### config.mk
export PLATFORM = sky130hd
export DESIGN_NAME = fetch_unit
export DESIGN_NICKNAME = d
export VERILOG_FILES = /design/src/rtl/fetch_pkg.sv /design/src/rtl/fetch_queue.sv /design/src/rtl/fetch_unit.sv
export SDC_FILE = /design/constraint.sdc
export NUM_CORES = 1
export LEC_CHECK = 0
export CORE_MARGIN = 10
export CORE_UTILIZATION = 30
export CTS_CLUSTER_SIZE = 8
export DETAILED_ROUTE_END_ITERATION = 8
export DONT_BUFFER_PORTS = 1
export GPL_TIMING_DRIVEN = 0
export SETUP_SLACK_MARGIN = 0.15
export SYNTH_ARGS = -nofsm -noshare
export SYNTH_HDL_FRONTEND = slang
export SYNTH_SLANG_ARGS = --single-unit
### constraint.sdc
create_clock -name clk -period 3.6 [get_ports clk]
set_input_delay 0.72 -clock clk [delete_from_list [all_inputs] [get_ports clk]]
set_output_delay 0.72 -clock clk [all_outputs]
set_load 0.01 [all_outputs]
### src/rtl/fetch_pkg.sv
// Shared types and sizing helpers for the instruction fetch stage.
// fetch_entry_t is the {pc, instr} pair for the default 32/32 configuration.
// The queue takes its entry type as a parameter, so other widths remain possible.
package fetch_pkg;

    localparam int FETCH_ADDR_W = 32;
    localparam int FETCH_DATA_W = 32;

    typedef struct packed {
        logic [FETCH_ADDR_W-1:0] pc;
        logic [FETCH_DATA_W-1:0] instr;
    } fetch_entry_t;

    // Byte distance between consecutive instructions.
    function automatic int pc_inc(input int data_w);
        return data_w / 32'sd8;
    endfunction

    // Pointer width for a power-of-two queue; never narrower than one bit.
    function automatic int ptr_w(input int depth);
        return (depth > 32'sd1) ? $clog2(depth) : 32'sd1;
    endfunction

endpackage

### src/rtl/fetch_queue.sv
// Prefetch queue: a synchronous FIFO of fetch entries.
// flush empties the queue and overrides push and pop on the same cycle.
// A push while full is accepted only when a pop frees a slot on that cycle.
module fetch_queue
    import fetch_pkg::*;
#(
    parameter int  DEPTH   = 4,
    parameter type entry_t = fetch_entry_t
) (
    input  logic               clk,
    input  logic               reset,
    input  logic               flush,
    input  logic               push,
    input  logic               pop,
    input  entry_t             din,
    output entry_t             head,
    output logic [ptr_w(DEPTH):0] count
);

    localparam int PTR_W = ptr_w(DEPTH);
    localparam logic [PTR_W:0] FULL_CNT = (PTR_W+1)'(DEPTH);

    entry_t           mem_r [DEPTH];
    logic [PTR_W-1:0] rd_ptr_r;
    logic [PTR_W-1:0] wr_ptr_r;
    logic [PTR_W:0]   count_r;
    logic             push_ok_s;
    logic             pop_ok_s;

    // Qualify push/pop against occupancy; flush suppresses both.
    always_comb begin
        push_ok_s = 1'b0;
        pop_ok_s  = 1'b0;
        if (flush) begin
            push_ok_s = 1'b0;
            pop_ok_s  = 1'b0;
        end else begin
            pop_ok_s  = pop && (count_r != '0);
            push_ok_s = push && ((count_r != FULL_CNT) || pop_ok_s);
        end
    end

    // Entry storage; contents need no reset because count guards visibility.
    always_ff @(posedge clk) begin
        if (push_ok_s) begin
            mem_r[wr_ptr_r] <= din;
        end
    end

    // Read/write pointers and occupancy count.
    always_ff @(posedge clk) begin
        if (reset || flush) begin
            rd_ptr_r <= '0;
            wr_ptr_r <= '0;
            count_r  <= '0;
        end else begin
            if (push_ok_s) begin
                wr_ptr_r <= wr_ptr_r + PTR_W'(1'b1);
            end
            if (pop_ok_s) begin
                rd_ptr_r <= rd_ptr_r + PTR_W'(1'b1);
            end
            case ({push_ok_s, pop_ok_s})
                2'b10:   count_r <= count_r + (PTR_W+1)'(1'b1);
                2'b01:   count_r <= count_r - (PTR_W+1)'(1'b1);
                default: count_r <= count_r;
            endcase
        end
    end

    assign head  = mem_r[rd_ptr_r];
    assign count = count_r;

endmodule

### src/rtl/fetch_unit.sv
// Instruction fetch stage: owns the PC and issues sequential reads to a
// synchronous instruction memory with one-cycle latency. Returned {pc, instr}
// pairs are buffered in a prefetch queue and handed to decode over valid/ready.
// A redirect flushes the queue, drops the response returning that cycle, and
// restarts fetch at the new, instruction-aligned PC.
// Optional build macro FETCH_PERF_CNT_EN adds the perf_fetched/perf_squashed counters.
module fetch_unit
    import fetch_pkg::*;
#(
    parameter int                ADDR_W   = 32,
    parameter int                DATA_W   = 32,
    parameter int                DEPTH    = 4,
    parameter logic [ADDR_W-1:0] RESET_PC = '0
) (
    input  logic              clk,
    input  logic              reset,
    input  logic              redirect_vld,
    input  logic [ADDR_W-1:0] redirect_pc,
    output logic              imem_req_vld,
    output logic [ADDR_W-1:0] imem_addr,
    input  logic [DATA_W-1:0] imem_rdata,
    output logic              out_vld,
    input  logic              out_rdy,
    output logic [ADDR_W-1:0] out_pc,
    output logic [DATA_W-1:0] out_instr
`ifdef FETCH_PERF_CNT_EN
    ,
    output logic [31:0]       perf_fetched,
    output logic [31:0]       perf_squashed
`endif
);

    localparam int PC_INC = pc_inc(DATA_W);
    localparam int PTR_W  = ptr_w(DEPTH);
    localparam logic [ADDR_W-1:0] ALIGN_MASK = ~ADDR_W'(PC_INC - 1);

    typedef struct packed {
        logic [ADDR_W-1:0] pc;
        logic [DATA_W-1:0] instr;
    } entry_t;

    logic [ADDR_W-1:0] pc_r;
    logic [ADDR_W-1:0] flight_addr_r;
    logic              inflight_r;
    logic [PTR_W:0]    count_s;
    logic              credit_ok_s;
    logic              issue_s;
    logic              push_s;
    logic              pop_s;
    logic              vld_s;
    entry_t            din_s;
    entry_t            head_s;

    // Issue, return and handshake decisions for the current cycle.
    always_comb begin
        credit_ok_s = ({1'b0, count_s} + {{(PTR_W+1){1'b0}}, inflight_r})
                      < (PTR_W+2)'(DEPTH);
        issue_s = 1'b0;
        push_s  = 1'b0;
        vld_s   = 1'b0;
        if (reset || redirect_vld) begin
            issue_s = 1'b0;
            push_s  = 1'b0;
            vld_s   = 1'b0;
        end else begin
            issue_s = credit_ok_s;
            push_s  = inflight_r;
            vld_s   = (count_s != '0);
        end
        pop_s        = vld_s && out_rdy;
        din_s.pc     = flight_addr_r;
        din_s.instr  = imem_rdata;
    end

    // PC, in-flight flag and the address of the outstanding request.
    always_ff @(posedge clk) begin
        if (reset) begin
            pc_r          <= RESET_PC;
            inflight_r    <= 1'b0;
            flight_addr_r <= '0;
        end else if (redirect_vld) begin
            pc_r          <= redirect_pc & ALIGN_MASK;
            inflight_r    <= 1'b0;
            flight_addr_r <= flight_addr_r;
        end else begin
            inflight_r <= issue_s;
            if (issue_s) begin
                pc_r          <= pc_r + ADDR_W'(PC_INC);
                flight_addr_r <= pc_r;
            end
        end
    end

    fetch_queue #(
        .DEPTH   (DEPTH),
        .entry_t (entry_t)
    ) u_queue (
        .clk   (clk),
        .reset (reset),
        .flush (redirect_vld),
        .push  (push_s),
        .pop   (pop_s),
        .din   (din_s),
        .head  (head_s),
        .count (count_s)
    );

    assign imem_req_vld = issue_s;
    assign imem_addr    = pc_r;
    assign out_vld      = vld_s;
    assign out_pc       = head_s.pc;
    assign out_instr    = head_s.instr;

`ifdef FETCH_PERF_CNT_EN
    logic [31:0] perf_fetched_r;
    logic [31:0] perf_squashed_r;

    // Handshake count and count of work discarded by redirects (queued plus in flight).
    always_ff @(posedge clk) begin
        if (reset) begin
            perf_fetched_r  <= 32'd0;
            perf_squashed_r <= 32'd0;
        end else begin
            if (pop_s) begin
                perf_fetched_r <= perf_fetched_r + 32'd1;
            end
            if (redirect_vld) begin
                perf_squashed_r <= perf_squashed_r + 32'(count_s) + 32'(inflight_r);
            end
        end
    end

    assign perf_fetched  = perf_fetched_r;
    assign perf_squashed = perf_squashed_r;
`endif

endmodule

Word-level counts from Yosys, hierarchy flattened
Memories as Yosys holds them, arrays and structs flattened. A register that Yosys moved wholly into a read port is not among the register bits.
Cells that the tools add are included.
{ "word_totals": {"output_inout_bits": 98, "inputBits": 68, "n_memories": 1, "ram_bits": 256, "reg_bits": 72, "wordCells": 41} }
{ "mem_list": {"columns": ["memory", "words", "word_bits", "read_ports", "rd_clocked_by_memory_dff", "write_ports", "line", "source"], "rows": [
  ["u_queue.mem_r", 4, 64, 1, 1, 1, "fetch_queue.sv:23", "entry_t mem_r [DEPTH];"]
]} }
{ "classes": {"muxes": 12, "magnitude_cmp": 1, "bitwise_logic": 1, "n_reduce_logical": 10, "eq_ne": 3, "addsub": 6} }
{ "op_table": {"columns": ["cell", "n"], "rows": [
  ["$mux 32", 2],
  ["$add 32x3->32 const B", 1],
  ["$mux 1", 7],
  ["$pmux 3 s2", 1],
  ["$add 2x1->2 const B", 2],
  ["$add 3x1->4", 1],
  ["$lt 4x3->1 const B", 1],
  ["$mux 2", 2],
  ["$reduce_bool 2->1", 2],
  ["$add 3x1->3 const B", 1],
  ["$logic_and 1x1->1", 3],
  ["$ne 3x3->1 const B", 1],
  ["$reduce_bool 3->1", 1],
  ["$sub 3x1->3 const B", 1],
  ["$eq 2x1->1 const B", 1],
  ["$eq 2x2->1 const B", 1],
  ["$logic_or 1x1->1", 2],
  ["$reduce_and 2->1", 1],
  ["$reduce_or 2->1", 1],
  ["$not 1->1", 1]
]} }

Logic depth before layout (Yosys ltp)
{ "depth": {"ltp_word": 9, "mapped_depth": 11} }

Modules after synthesis
Synthesis repeated with hierarchy kept, for this count alone.
{ "unflattened": {"hier_cells": 745, "hier_area_um2": 12594.6} }
{ "by_module_without_submodules": {"columns": ["mod", "seq_area_each_um2", "cells_each", "area_per_inst_um2", "n_inst"], "rows": [
  ["fetch_queue", 7867.5, 391, 9819.4, 1],
  ["fetch_unit", 1221.2, 354, 2775.2, 1]
]} }

Least setup slack after synthesis
Ideal clock, no wire load.
{ "synth_timing": {"path_kind": "input -> register", "from": "input port reset", "to": "memory u_queue.mem_r[1][0] (netlist name) (enable)", "slack_ns": 0.181, "stages": 5, "setup_time_ns": 0.426, "n_path_buf": 2, "t_required_ns": 3.174, "arrival_time_ns": 2.993, "path_cell_list": "clkbuf_1 nor2_1 and3_1 clkbuf_1 and2_1"} }
{ "synth_between": {"elab_chain_cells": 9} }
{ "synth_rtl": {"columns": ["element", "line", "source"], "rows": [
  ["start, declared", "fetch_unit.sv:16", "input logic reset,"],
  ["$logic_or 1x1->1 *", "fetch_unit.sv:61", "if (reset || redirect_vld) begin"],
  ["$mux 1", "fetch_unit.sv:61", null],
  ["$logic_and 1x1->1", "fetch_unit.sv:70", "pop_s = vld_s && out_rdy;"],
  ["$logic_and 1x1->1", "fetch_queue.sv:38", "pop_ok_s = pop && (count_r != '0);"],
  ["$logic_or 1x1->1", "fetch_queue.sv:39", "push_ok_s = push && ((count_r != FULL_CNT) || pop_ok_s);"],
  ["$logic_and 1x1->1 *", "fetch_queue.sv:39", null],
  ["$mux 1 *", "fetch_queue.sv:34", "if (flush) begin"],
  ["$mux 1 *", "fetch_queue.sv:45", "if (push_ok_s) begin"],
  ["$mux 1 (not written as such) *", "fetch_queue.sv:46", "mem_r[wr_ptr_r] <= din;"],
  ["end, declared", "fetch_queue.sv:23", null]
]} }
Every way passes the cells marked *; elsewhere a longest branch is shown, timed or not.

==> summary.md <==
* **number of hold buffers added after CTS** 0
* **number of antenna violations at the first check in global routing** 4
* **post-layout util** 35.6%
* **number of enable-type register cells in the synthesized netlist** 248
* **maximum frequency from static timing analysis** 315 MHz
* **number of global-route vias before repair** 6819
* **TritonCTS clock tree** built
* **post-detailed-route wirelength per cell** 22.6 um
* **number of ports placed on the die boundary** 166
* **fraction of power spent switching nets** 20.9%
* **Num CTS Buffers** 46
* **crit path launch type** flop
* **Core Region** 0.0406 sq mm
* **cell-internal power** 6450 uW
* **Total Power** 8160 uW
* **Reg power frac** 50.3%
* **ys flop type** sky130_fd_sc_hd__edfxtp_1
* **fraction of final layout cells with drive strength greater than 1** 17.0%
* **P_sw** 1700 uW
* **Worst VDD drop** 344 uV
* **met1 wire length** 13000 um
* **endpoints failing hold** 0
* **Warnings, synthesis** 0
* **cell chosen for the clock root** sky130_fd_sc_hd__clkbuf_16
* **distinct cell type count of the synthesized netlist** 52
* **RSZ-0062 raised after global routing** false
* **sequential area share after synthesis** 72.1%
* **minimum setup slack in the final design** 427 ps
* **Mapped Cells** 745
* **count of antenna-violating nets left after detailed routing** 0
* **relative slew slack** 27.6%
* **vias after detailed routing** 6807
* **aggregate global routing overflow** 0
* **detailed route wirelength on metal2** 14100 um
* **Total Wirelength** 30700 um
* **total track usage** 12.2%
* **category of the critical setup timing path** reg2out
* **maximum clock insertion buffer count** 3
* **Via density** 5.01
* **P per Cell Area** 564 mW/mm^2
* **area share of the leading cell type in the synthesized netlist** 60.7%
* **final number of max-transition violations** 0
* **Finished Cell Area** 0.0145 sq mm
* **Tightest Hold Check Type** in2reg
* **Final Wtd Congestion** 0.814
* **Die Width** 222 um
* **clock edge transition at the registers on the reported setup and hold paths** 50 ps
* **worst endpoint required time** 2880 ps
* **Max FO, Critical Path** 10
* **Worst-Margin Slew** 1080 ps
* **Met3 Routed Length** 2910 um
* **synthesis-to-layout area growth** 17.8%
* **number of nets at the end of the flow** 875
* **pin count of the biggest net entering global routing** 53
* **instance area at placement** 0.0131 sq mm
* **CP Capture Type** output pin
* **outcome** finished, final reports clean
* **first-pass GRT wire length** 45900 um
* **Max-Cap Viols** 0
* **proportion of power drawn by combinational gates** 2.0%
* **insertion delay to the later sink of the worst-skew pair** 560 ps
* **Post-Syn Area per Cell** 16.5 sq um
* **DRC violation count after routing** 0
* **count of routing violations after the opening detailed-route iteration** 636
* **first-pass iteration count of the detailed router** 7
* **Setup Total Neg Slack** 0 ps
* **Leakage** 0.00449 uW
* **final setup violating endpoints** 0
* **worst setup skew after layout** 31.5 ps
* **proportion of register bits with asynchronous set or reset after synthesis** 0%
* **Initial Util** 30.2%
* **final critical path time including I/O delays and setup** 3170 ps
* **number of input and output port buffers inserted** 0
* **WP data arrival** 2450 ps
* **combined area of all synthesized cells** 0.0123 sq mm
* **floorplan die area** 0.0494 sq mm
* **CTS H-tree lvls** 2
* **synthesized flop and latch total** 318
* **CTS Sinks** 318
* **y dimension of the die** 222 um
* **placed wire-length estimate after detailed placement** 20500 um
* **Top Metal Used** met4
* **final critical-path share of the clock period** 88.2%
* **part of the power in the clock network** 47.7%
* **layout filler cell count** 3813
* **Setup Slack @ Placement** 260 ps
* **floorplan row count** 74
* **largest cells by area after synthesis** sky130_fd_sc_hd__edfxtp_1 61%, sky130_fd_sc_hd__dfxtp_1 11%, sky130_fd_sc_hd__mux4_2 11%
* **cell accounting for the most synthesized area** sky130_fd_sc_hd__edfxtp_1
## final cells by class
class	instances	area (sq um)	share of cell area, %
timing repair buffer	4	110	0.762
tap	532	666	4.61
buffer	46	236	1.64
inverter	14	52.6	0.364
multi-input combinational	370	3210	22.2
clock buffer	68	1250	8.68
antenna	2	5.00	0.0346
sequential	318	8850	61.2
clock inverter	4	72.6	0.502
## layer usage
layer,vias up,GRT usage [%]
met5,-,0
met4,0,4.78
met1,3442,15.1
met2,254,18.5
met3,53,5.09
li1,3058,-
## logic make-up (layout without fill, tap and decap cells)
logic type	count (synthesis)	after routing	synth area share [%]
DFF	318	318	72.1
and+or+nand+nor	195	195	7.96
AOI/OAI and AO/OA	89	89	4.82
muxes	63	63	11.5
buffers and inverters	60	136	1.97
xor gates and xnor gates	12	12	0.857
adders and majority gates	7	7	0.775
other	1	6	0.0306
## stage by stage
stage                     hold slack, ps  instances
after global routing                 210       1358
after detailed placement             490       1284
final                                246       1358
after global placement               480       1280
after CTS                            208       1356
after floorplan                      460        748
## cells in the final DEF, fill, tap and decap left out, drive strengths merged, types with 9 or more instances in the layout
cell type	netlist	layout
edfxtp	248	248
clkbuf	35	103
dfxtp	70	70
nand3	11	11
nand2	85	85
inv	13	13
or4	9	9
nor3	12	12
a21oi	34	34
or3	10	10
nand4	13	13
a311oi	9	9
mux4	62	62
nor2	23	23
buf	11	9
a31oi	9	9
## path summary, 6_finish.rpt
| path | slack, ps | endpoint | start | cells past startpoint |
|---|---|---|---|---|
| max | 430 | out_instr[27] | flop | 3 |
| min | 250 | u_queue.mem_r[3][31] | imem_rdata[31] | 0 |
| max reg2reg | 740 | u_queue.count[2] | u_queue.count[0] | 10 |
| min reg2reg | 500 | flight_addr_r[11] | flight_addr_r[11] | 2 |
## state kept, by name, indices dropped and copies added (netlist names), named ones only
signal            count
u_queue.count         3
u_queue.mem_r       248
u_queue.wr_ptr_r      2
u_queue.rd_ptr_r      2
inflight_r            1
flight_addr_r        30
imem_addr            30
## worst max-delay path, stage by stage (launching register included)
cell	delay, ps
sky130_fd_sc_hd__dfxtp_1	300
sky130_fd_sc_hd__clkbuf_1	490
sky130_fd_sc_hd__clkbuf_1	620
sky130_fd_sc_hd__mux4_2	470
## power by group through the flow
stage	clock network (uW)	logic [uW]	registers, uW
floorplan	0	122	4130
CTS	4000	167	4100
global placement	0	162	4170
global route	4180	184	4100
finish	3890	166	4100
detailed placement	0	166	4170
## what timing repair did
action	CTS	global route
cloned	0	0
endpoints found under the setup margin	61	1
gates resized for setup	14	2
setup buffers	0	0
## synth_stat cells, types with 3 or more instances
cell	number
sky130_fd_sc_hd__nand4_1	12
sky130_fd_sc_hd__clkbuf_1	35
sky130_fd_sc_hd__o21ai_0	4
sky130_fd_sc_hd__buf_4	4
sky130_fd_sc_hd__or3_1	10
sky130_fd_sc_hd__edfxtp_1	248
sky130_fd_sc_hd__a21oi_1	34
sky130_fd_sc_hd__buf_1	6
sky130_fd_sc_hd__a2111oi_0	3
sky130_fd_sc_hd__and3_1	6
sky130_fd_sc_hd__nor2_1	23
sky130_fd_sc_hd__mux4_2	62
sky130_fd_sc_hd__o211ai_1	4
sky130_fd_sc_hd__xor2_1	6
sky130_fd_sc_hd__or4_1	9
sky130_fd_sc_hd__nand4b_1	4
sky130_fd_sc_hd__o31ai_1	6
sky130_fd_sc_hd__and4_1	5
sky130_fd_sc_hd__ha_1	6
sky130_fd_sc_hd__a311oi_1	9
sky130_fd_sc_hd__dfxtp_1	70
sky130_fd_sc_hd__inv_1	13
sky130_fd_sc_hd__nand2_1	85
sky130_fd_sc_hd__a211oi_1	6
sky130_fd_sc_hd__xnor2_1	6
sky130_fd_sc_hd__and2_1	7
sky130_fd_sc_hd__nor3_1	12
sky130_fd_sc_hd__nand3_1	11
sky130_fd_sc_hd__a31oi_1	9
(Power assumes the default switching activity.)
==> RTL change (same flow settings) <==
Add a define of `FETCH_PERF_CNT_EN`.
--- a/src/rtl/fetch_unit.sv
+++ b/src/rtl/fetch_unit.sv
@@ -5,4 +5,6 @@
 // restarts fetch at the new, instruction-aligned PC.
 // Optional build macro FETCH_PERF_CNT_EN adds the perf_fetched/perf_squashed counters.
+`define FETCH_PERF_CNT_EN
+
 module fetch_unit
     import fetch_pkg::*;
Behaviour (old outputs only; new: perf_fetched and perf_squashed): unchanged (Yosys induction, for registers that start in step).
==> RTL change against the original RTL <==
Wire length rose by 37%. Via count rose by 36%. Global-route usage rose by 1.4 points. Sequential cell count rose by 64. Cell area rose by 23%. Highest routed layer is now met5. Setup slack got worse by 0.14 ns. Power rose by 20%. Synthesized area rose by 24%.
==> RTL change: results (changes against the original RTL) <==
met3_length_um: 5580  # +92%
synth_edf_count: 248  # unchanged
slew_headroom_pct: 24.2  # -3.5 points
seq_area_frac_synth_pct: 66.5  # -5.7 points
vias: 9291  # +36%
gp_congestion: 0.815  # about the same
num-nets-final: 1238  # +41%
synth_fa_ha_area_share_pct: 1.13  # +0.36 points
synth_compound_area_share_pct: 4.80  # -0.021 points
synth_common_cells: "edfxtp_1 (248), dfxtp_1 (134), nand2_1 (101)"
grt_pass1_vias: 9236  # +35%
drt_iter0_markers: 570  # -10%
grt_first_pass_wirelength_um: 61300  # +34%
synth-xor-area-share_pct: 3.96  # +3.1 points
slowest_stage: "buf_1"
met2_usage_pct: 20.5  # +2.0 points
dr_wl_met2_um: 19000  # +35%
routed.top_layer: "met5"
worst_skew_pair.late_latency_ns: 0.61  # +0.05 ns
synthTopCellsByArea: "edfxtp_1 (49%), dfxtp_1 (18%), mux4_2 (9.2%), nand2_1 (2.5%), nor2_1 (2.3%)"
cts_resized: 4  # -10
worstReg2RegEnd: "imem_addr[28]"
fin_skew_ns: 0.0195  # -0.0120 ns
antenna_found_initial: 16  # +12
drive_above_1_share_pct: 13.4  # -3.6 points
place_area_um2: 16200  # +24%
grt_max_degree: 50  # -5.7%
grt_usage_pct: 13.6  # +1.4 points
dr.pass1.iters: 5  # -2
leakage_uw: 0.00567  # +26%
status: "finished clean"
slowest_delay_ns: 0.60  # -0.02 ns
dpl.hpwl_um: 29300  # +43%
endpoint: "out_pc[17]"
worst_ep_arrival_time_ns: 2.59  # +0.14 ns
met1_length_um: 16400  # +26%
cts_made_buffers: 54  # +17%
met3_usage_pct: 7.59  # +2.5 points
drt_wl_total_um: 42100  # +37%
hold_start: "imem_rdata[26]"
hold_slack_ns: 0.207  # -0.0385 ns
synthMuxAreaShare_pct: 9.50  # -2.0 points
ff2ff_path_depth: 6  # -4
ys_types: 57  # +9.6%
met1_usage_pct: 16.1  # +1.0 points
r2r_setup_slack_ns: 0.78  # +0.04 ns
-- RTL change: cell count changes in the layout (fill, tap and decap cells not counted), moves of 12 or more --
| cell | before | now |
|---|---|---|
| inv_1 | 13 | 25 |
| dfxtp_1 | 70 | 134 |
| clkbuf_1 | 54 | 71 |
| xnor2_1 | 6 | 38 |
| nand2_1 | 85 | 101 |
| xor2_1 | 6 | 31 |
| nand3_1 | 11 | 35 |
| a21oi_1 | 34 | 61 |
| nor2_1 | 23 | 92 |
| nor4_1 | 2 | 20 |
-- RTL change: layout make-up --
class                   count  area (um2)
fillers                  4838       32300
flip-flops and latches    382       10100
multi-input cells         629        4770
clock buffers              90        1520
well taps                 672         841
plain buffers              59         265
repair buffers              4         110
inverters                  28         105
clock inverters             3        90.1
diodes                      6        15.0
-- RTL change: metrics by stage --
| stage | instances | TNS, ns | worst slack, ns |
|---|---|---|---|
| 3_5_place_dp | 1774 | 0 | 0.541 |
| 4_1_cts | 1867 | 0 | 0.181 |
| 5_1_grt | 1870 | 0 | 0.152 |
| 6_report | 1873 | 0 | 0.287 |
| 3_3_place_gp | 1770 | -372.56 | -1.53 |
| 2_1_floorplan | 1098 | 0 | 0.151 |
-- RTL change: worst register-to-register path, cell delays in order (launching register included) --
cell     delay, ns
dfxtp_1       0.61
ha_1          0.28
nand3_1       0.27
nor4_1        1.04
nand3_1       0.19
xor2_1        0.20
o22ai_1       0.17
-- RTL change: where the power goes --
part / switching [uW] / internal (uW) / leakage [uW]
clock: 1890 / 2910 / 0.000762
sequential: 92.3 / 4700 / 0.00343
combinational: 136 / 67.2 / 0.00148
